### config.mk
export PLATFORM = sky130hd
export DESIGN_NAME = func_share_arb
export DESIGN_NICKNAME = d
export VERILOG_FILES = /design/src/rtl/func_share_arb.sv
export SDC_FILE = /design/constraint.sdc
export NUM_CORES = 1
export LEC_CHECK = 0
export BUFFER_PORTS_ARGS = -buffer_cell sky130_fd_sc_hd__buf_2
export CORE_MARGIN = 2
export CORE_UTILIZATION = 51
export CTS_BUF_LIST = sky130_fd_sc_hd__clkbuf_2
export CTS_CLUSTER_SIZE = 40
export DETAILED_ROUTE_END_ITERATION = 12
export PLACE_DENSITY_LB_ADDON = 0.25
export SYNTH_ARGS = -nofsm -noshare
export SYNTH_HDL_FRONTEND = slang
export SYNTH_SLANG_ARGS = --single-unit
### constraint.sdc
create_clock -name clk_i -period 4.5 [get_ports clk_i]
set_input_delay 0.225 -clock clk_i [delete_from_list [all_inputs] [get_ports clk_i]]
set_output_delay 0.225 -clock clk_i [all_outputs]
set_load 0.005 [all_outputs]
### src/rtl/func_share_arb.sv
// Round-robin arbiter that shares one main_func unit among N_REQ requesters.
// Per job: capture operands, reset the unit, pulse start, wait for ready or time out, report.
module func_share_arb #(
  parameter int unsigned N_REQ   = 4,
  parameter int unsigned TIMEOUT = 64,
  localparam int unsigned CW     = $clog2(TIMEOUT + 1)
) (
  input  logic               clk_i,
  input  logic               rst_i,
  input  logic [N_REQ-1:0]   req_i,
  input  logic [8*N_REQ-1:0] a_bi,
  input  logic [8*N_REQ-1:0] b_bi,
  output logic [N_REQ-1:0]   ack_o,
  output logic [N_REQ-1:0]   done_o,
  output logic [2:0]         y_bo,
  output logic               err_o,
  output logic               busy_o,
  output logic               unit_rst_o,
  output logic               unit_start_o,
  output logic [7:0]         unit_a_bo,
  output logic [7:0]         unit_b_bo,
  input  logic               unit_ready_i,
  input  logic [2:0]         unit_y_bi
);

  localparam int unsigned PW = $clog2(N_REQ);

  typedef enum logic [2:0] {StIdle, StRst, StStart, StWait, StDone} state_e;

  state_e           state_q, state_d;
  logic [PW-1:0]    ptr_q;
  logic [CW-1:0]    cnt_q;
  logic [7:0]       ua_q, ub_q;
  logic [2:0]       y_q;
  logic             err_q;
  logic [N_REQ-1:0] ack_q, ack_d;
  logic [N_REQ-1:0] done_q, done_d;
  logic             start_q, start_d;
  logic             rst_state_q, rst_state_d;

  logic             win_found;
  logic [PW-1:0]    win_idx;
  logic [PW-1:0]    cand_idx;
  logic [7:0]       a_sel, b_sel;
  logic             timeout_hit;

  // Scan ptr+1, ptr+2, ... so the last winner has lowest priority next time.
  always_comb begin
    win_found = 1'b0;
    win_idx   = ptr_q;
    cand_idx  = '0;
    for (int unsigned i = 1; i <= N_REQ; i++) begin
      cand_idx = PW'((32'(ptr_q) + i) % N_REQ);
      if (!win_found && req_i[cand_idx]) begin
        win_found = 1'b1;
        win_idx   = cand_idx;
      end
    end
  end

  always_comb begin
    a_sel = '0;
    b_sel = '0;
    for (int unsigned k = 0; k < N_REQ; k++) begin
      if (win_idx == PW'(k)) begin
        a_sel = a_bi[8*k +: 8];
        b_sel = b_bi[8*k +: 8];
      end
    end
  end

  assign timeout_hit = (cnt_q == CW'(TIMEOUT - 1));

  // State register.
  always_ff @(posedge clk_i) begin
    if (rst_i) begin
      state_q <= StIdle;
    end else begin
      state_q <= state_d;
    end
  end

  // Next-state logic.
  always_comb begin
    state_d = state_q;
    unique case (state_q)
      StIdle:  if (win_found) state_d = StRst;
      StRst:   state_d = StStart;
      StStart: state_d = StWait;
      StWait:  if (unit_ready_i || timeout_hit) state_d = StDone;
      StDone:  state_d = StIdle;
      default: state_d = StIdle;
    endcase
  end

  // Pulse outputs are decoded from the upcoming state and registered.
  always_comb begin
    ack_d       = '0;
    done_d      = '0;
    start_d     = 1'b0;
    rst_state_d = 1'b0;
    if (state_q == StIdle && state_d == StRst) begin
      ack_d[win_idx] = 1'b1;
      rst_state_d    = 1'b1;
    end
    if (state_q == StRst) begin
      start_d = 1'b1;
    end
    if (state_q == StWait && state_d == StDone) begin
      done_d[ptr_q] = 1'b1;
    end
  end

  always_ff @(posedge clk_i) begin
    if (rst_i) begin
      ack_q       <= '0;
      done_q      <= '0;
      start_q     <= 1'b0;
      rst_state_q <= 1'b0;
    end else begin
      ack_q       <= ack_d;
      done_q      <= done_d;
      start_q     <= start_d;
      rst_state_q <= rst_state_d;
    end
  end

  // Job datapath: operand capture, wait counter, result latch.
  always_ff @(posedge clk_i) begin
    if (rst_i) begin
      ptr_q <= PW'(N_REQ - 1);
      cnt_q <= '0;
      ua_q  <= '0;
      ub_q  <= '0;
      y_q   <= '0;
      err_q <= 1'b0;
    end else begin
      unique case (state_q)
        StIdle: begin
          if (win_found) begin
            ptr_q <= win_idx;
            ua_q  <= a_sel;
            ub_q  <= b_sel;
          end
        end
        StStart: cnt_q <= '0;
        StWait: begin
          if (unit_ready_i) begin
            y_q   <= unit_y_bi;
            err_q <= 1'b0;
          end else if (timeout_hit) begin
            y_q   <= '0;
            err_q <= 1'b1;
          end else begin
            cnt_q <= cnt_q + CW'(1);
          end
        end
        default: ;
      endcase
    end
  end

  assign ack_o        = ack_q;
  assign done_o       = done_q;
  assign y_bo         = y_q;
  assign err_o        = err_q;
  assign busy_o       = (state_q != StIdle);
  assign unit_rst_o   = rst_i | rst_state_q;
  assign unit_start_o = start_q;
  assign unit_a_bo    = ua_q;
  assign unit_b_bo    = ub_q;

endmodule

# Yosys cells after proc, flatten, opt, wreduce, memory -nomap -nowiden
# Index checks and enable logic that the tools add are counted.
[totals] in_bits=74 out_inout_bits=31 word_cells=99 reg_bits=42
[classes] n_eq_ne=11 muxes=40 magnitude_cmp=8 bitwise_logic=3 reduce_logical=21 n_addsub=5
[op_table] operator="$mux 8" n=8
[op_table] operator="$lt 2x3->1 const B" n=6
[op_table] operator="$mux 1" n=14
[op_table] operator="$mux 7" n=2
[op_table] operator="$pmux 7 s2" n=1
[op_table] operator="$mux 3" n=4
[op_table] operator="$pmux 3 s4" n=1
[op_table] operator="$bmux 1 s2" n=4
[op_table] operator="$mux 2" n=4
[op_table] operator="$add 7x1->7 const B" n=1
[op_table] operator="$eq 7x6->1 const B" n=1
[op_table] operator="$logic_and 1x1->1" n=7
[op_table] operator="$eq 3x1->1 const B" n=2
[op_table] operator="$eq 3x2->1 const B" n=2
[op_table] operator="$add 2x1->2 const B" n=2
[op_table] operator="$add 2x2->2 const B" n=2
[op_table] operator="$demux 1 s2" n=2
[op_table] operator="$eq 2x2->1 const B" n=2
[op_table] operator="$ge 2x1->1 const B" n=2
[op_table] operator="$ne 2x2->1 const B" n=2
[op_table] operator="$reduce_and 2->1" n=2
[op_table] operator="$reduce_bool 2->1" n=2
[op_table] operator="$reduce_or 2->1" n=2
[op_table] operator="$eq 3x3->1 const B" n=1
[op_table] operator="9 further kinds" n=12

# Logic depth before layout (Yosys ltp)
[depth] word_depth=19 mapped_depth=12 mapped_depth_nobuf=8

# Least setup slack after synthesis
# No wires, ideal clock.
[synth_path] path_type="flip-flop to flip-flop" startpoint="register ptr_q[0]" endpoint="register ua_q[5], in the netlist unit_a_bo[5]" path_stages_with_launch=11 setup_slack_ps=1918 n_path_buf=3 synth_period_minus_slack_ps=2582 t_required_ps=4372 setup_time_ps=128 arrival_time_ps=2454 path_cell_list="dfxtp_1 > buf_6 > inv_1 > ha_1 > clkbuf_1 > mux4_2 > a21oi_4 > xnor2_4 > buf_6 > mux2i_1 > o221ai_2"
[synth_between] elab_chain_cells=18 word_cells_on_any_way=35 cone_classes="add/sub: 4; eq/ne: 3; mux: 20; reduce/logical: 8"
[synth_lines] item="start, declared" line_no="31" text="logic [PW-1:0] ptr_q;"
[synth_lines] item="start signal, assigned" line_no="131" text="ptr_q <= PW'(N_REQ - 1);"
[synth_lines] item="start signal, assigned" line_no="141" text="ptr_q <= win_idx;"
[synth_lines] item="$add 2x1->2" line_no="53" text="cand_idx = PW'((32'(ptr_q) + i) % N_REQ);"
[synth_lines] item="$bmux 1 s2" line_no="54" text="if (!win_found && req_i[cand_idx]) begin"
[synth_lines] item="$mux 1 (not written as such)" line_no="54"
[synth_lines] item="$mux 1" line_no="54"
[synth_lines] item="$logic_not 1->1" line_no="54"
[synth_lines] item="$logic_and 1x1->1" line_no="54"
[synth_lines] item="$mux 1" line_no="54"
[synth_lines] item="$logic_not 1->1" line_no="54"
[synth_lines] item="$logic_and 1x1->1" line_no="54"
[synth_lines] item="$mux 1" line_no="54"
[synth_lines] item="$logic_not 1->1" line_no="54"
[synth_lines] item="$logic_and 1x1->1" line_no="54"
[synth_lines] item="$mux 2" line_no="54"
[synth_lines] item="$logic_not 2->1" line_no="65" text="if (win_idx == PW'(k)) begin"
[synth_lines] item="$mux 8 (4 in series)" line_no="65"
[synth_lines] item="end signal, assigned" line_no="142" text="ua_q <= a_sel;"
[synth_lines] item="end, declared" line_no="33" text="logic [7:0] ua_q, ub_q;"
# Several ways; a longest one is shown, not always the timed one. The select of a mux whose other input is x is not followed.
# A chain may end at the register's enable or synchronous reset.

# Worst setup path after layout
[layout_path] startpoint="register ptr_q[0]" endpoint="register ub_q[4], in the netlist unit_b_bo[4]"
[layout_between] elab_chain_cells=18 word_cells_on_any_way=35 cone_classes="add/sub: 4; eq/ne: 3; mux: 20; reduce/logical: 8"
[layout_lines] item="$add 2x1->2" line_no="53"
[layout_lines] item="$bmux 1 s2" line_no="54"
[layout_lines] item="$mux 1 (not written as such)" line_no="54"
[layout_lines] item="$mux 1" line_no="54"
[layout_lines] item="$logic_not 1->1" line_no="54"
[layout_lines] item="$logic_and 1x1->1" line_no="54"
[layout_lines] item="$mux 1" line_no="54"
[layout_lines] item="$logic_not 1->1" line_no="54"
[layout_lines] item="$logic_and 1x1->1" line_no="54"
[layout_lines] item="$mux 1" line_no="54"
[layout_lines] item="$logic_not 1->1" line_no="54"
[layout_lines] item="$logic_and 1x1->1" line_no="54"
[layout_lines] item="$mux 2" line_no="54"
[layout_lines] item="$logic_not 2->1" line_no="65"
[layout_lines] item="$mux 8 (4 in series)" line_no="65"
[layout_lines] item="end signal, assigned" line_no="143" text="ub_q <= b_sel;"
[layout_lines] item="end, declared" line_no="33"
# Several ways; a longest one is shown, not always the timed one. The select of a mux whose other input is x is not followed.

==> flow_metrics.env <==
export IMPL_outcome="finished clean"
export IMPL_layout_common_cells="buf_2, dfxtp_1, mux2i_1, nand2_1, nor2_1"
export IMPL_initial_utilization_pct=53.8
export IMPL_wl_per_cell_um=13.3
export IMPL_postCtsSetupBuffers=0
export IMPL_die_h_um=69.7
export IMPL_r2r_end="unit_b_bo[4]"
export IMPL_rows=23
export IMPL_ys_types=44
export IMPL_rsz0062_at_grt="no"
export IMPL_cts_root_buffer="clkbuf_2"
export IMPL_cts_resized=0
export IMPL_critical_path_depth=8
export IMPL_fin_area_sq_mm=0.00274
export IMPL_worst_slew_margin_rel_pct=47.4
export IMPL_timing_final_crit_share_pct=73.0
export IMPL_htree_levels=2
export IMPL_num_antenna_cells=0
export IMPL_start_kind="register"
export IMPL_vias_per_cell=5.33
export IMPL_fmax_mhz=305
export IMPL_synth_area_leaders="dfxtp_1, mux2i_1, nand2_1, o221ai_2, o221ai_1"
export IMPL_synthesis_area_sq_mm=0.00220
export IMPL_ys_flop_type="dfxtp_1"
export IMPL_dr_wl_met2_um=2460
export IMPL_r2r_cells=8
export IMPL_clock_sinks=42
export IMPL_p_per_area_mw_per_mm2=552
export IMPL_placeableCoreArea_sq_mm=0.00409
export IMPL_numCtsBuffers=5
export IMPL_cts_tree="yes"
export IMPL_path_class="register to register"
export IMPL_required_ps=4760
export IMPL_synth_net_count=299
export IMPL_place_gp_congestion=0.798
export IMPL_port_buffers=104
export IMPL_ant_nets=0
export IMPL_leakage_nw=1.33
export IMPL_whs_path_depth=3
export IMPL_nets=399
export IMPL_hold_buffers=0
export IMPL_drv_slew=0
export IMPL_syn_area_per_cell_sq_um=9.99
export IMPL_placed_cell_area_sq_mm=0.00270
export IMPL_num_vias=1972
export IMPL_final_common_cell="buf_2"
export IMPL_setup_ws_ps=1220
export IMPL_ys_seq_area_share_pct=38.2
export IMPL_drt_iter0_drc=128
export IMPL_remaining_drc_errors=0
export IMPL_fin_crit_ps=3280
export IMPL_cp_arrival_ps=3550
export IMPL_setup_viol_count_final=0
export IMPL_worst_clock_skew_ps=10.5
export IMPL_worstMarginPinSlew_ps=788
export IMPL_io_pins=105
export IMPL_die_x_um=69.7
export IMPL_fp_dieArea_sq_mm=0.00485
export IMPL_worst_setup_path_end_kind="register"
export IMPL_cp_slowest_stage_delay_ps=800
export IMPL_area_delta_synth_final_pct=24.5
export IMPL_grt_max_degree=24
export IMPL_placed_cells=363
export IMPL_grt_pass1_wl_um=8160
export IMPL_crit_slowest_cell="dfxtp_1"
export IMPL_finalSetupTns_ps=0
export IMPL_cp_startpoint="ptr_q[0]"
export IMPL_clock_latency_ps=380
export IMPL_grt_total_usage_pct=20.5
export IMPL_antenna_found_initial=0
export IMPL_dr_wl_met3_um=272
export IMPL_grt_pass1_vias=1935
export IMPL_synth_seq_cells=42
export IMPL_synth_top_area_share_pct=38.2
export IMPL_cts_buffer_depth=2
export IMPL_synth_top_cell_by_area="dfxtp_1"
export IMPL_vdd_drop_max_v=0.000453
export IMPL_crit_path_end="unit_b_bo[4]"
export IMPL_rrSetupSlack_ps=1220
export IMPL_async_flop_share_pct=0
export IMPL_cp_max_fo=23
export IMPL_dr_max_layer_used="met4"
export IMPL_r2r_start="ptr_q[0]"
export IMPL_synth_edf_count=0
export IMPL_dr_pass1_iters=4
export IMPL_post_place_ws_ps=1220
export IMPL_fin_cells=370
export IMPL_path_delay_family="flip-flops"
export IMPL_dp_hpwl_um=3740
export IMPL_cp_cell_sequence="inv_1 > ha_1 > mux4_2 > a21oi_4 > xnor2_4 > buf_4 > mux2i_1 > o221ai_2"
export IMPL_wl_um=4900
export IMPL_drv_cap=0
export IMPL_hold_viol=0
export IMPL_yosys_warnings=0
export IMPL_grt_overflow_total=0
export IMPL_hp_class="input pin to register"
export IMPL_drive_gt1_share_pct=40.0
export IMPL_clkTransAtPathRegs_ps=180
export IMPL_postSynthCellCount=220
export IMPL_wl_met1_um=2040
export IMPL_cp_num_buf_inv=2
## power by group
part / switching (mW) / internal [mW] / total [mW]
registers: 0.0560 / 0.443 / 0.499
logic: 0.438 / 0.422 / 0.860
clock network: 0.110 / 0.0405 / 0.150
## cell type report
class / count / area (sq um)
fill: 342 / 1350
multi-input combinational: 160 / 1240
sequential: 42 / 841
timing repair buffer: 106 / 536
tap: 50 / 62.6
clock buffer: 7 / 35.0
inverter: 5 / 18.8
## worst min-delay path: stages
cell and delay (ps):
buf_2 80, a22oi_1 70, nor2_1 70
## state kept, by name, indices dropped and copies added, names as in the netlist
name	cells
unit_a_bo	8
unit_b_bo	8
cnt_q	7
ack_o	4
done_o	4
state_q	3
y_bo	3
ptr_q	2
err_o	1
rst_state_q	1
unit_start_o	1
## logic make-up (layout without fill, tap and decap cells)
logic type                 after synthesis  in the layout  share of synthesized area, %
and+or+nand+nor                         71             71                          15.2
DFF                                     42             42                          38.2
AOI/OAI and AO/OA                       39             39                          15.7
muxes                                   39             39                          19.6
buffers and inverters                   18            118                          5.18
xor gates and xnor gates                 6              6                          3.24
adders and majority gates                5              5                          2.85
## worst min path at each step
stage,start,slack [ps],to
floorplan,rst_i,300,state_q[1]
global placement,unit_b_bo[3],440,unit_b_bo[3]
detailed placement,unit_a_bo[2],440,unit_a_bo[2]
CTS,unit_y_bi[2],60,y_bo[2]
global route,unit_y_bi[1],80,y_bo[1]
finish,unit_y_bi[2],80,y_bo[2]
## through the flow
step	utilization [%]	hold WS, ps	power, mW
after floorplan	-	304	1.26
after CTS	67.0	62.1	1.53
after global placement	66.1	440	1.35
final	67.0	80.9	1.51
after global routing	67.0	76.9	1.63
after detailed placement	66.1	443	1.38
## synthesized netlist by cell type, types with 2 or more instances
master / number
dfxtp_1: 42
mux2i_1: 33
nand2_1: 24
nor2_1: 20
o221ai_1: 10
a21oi_1: 6
buf_6: 6
clkbuf_1: 6
o221ai_2: 6
ha_1: 5
nor3_1: 5
a22oi_1: 4
and2_1: 4
inv_1: 4
nand4_1: 4
xor2_1: 4
nor2b_1: 3
a211oi_1: 2
and3_1: 2
mux2_2: 2
mux4_2: 2
nor4b_1: 2
o21ai_1: 2
or3_1: 2
## layer usage
metal  track usage [%]  up-vias
li1                  -     1003
met1              21.7      893
met3              5.81       12
met5                 0        -
met2              37.8       64
met4              8.55        0
No activity file was read; power rests on OpenSTA's default activity.
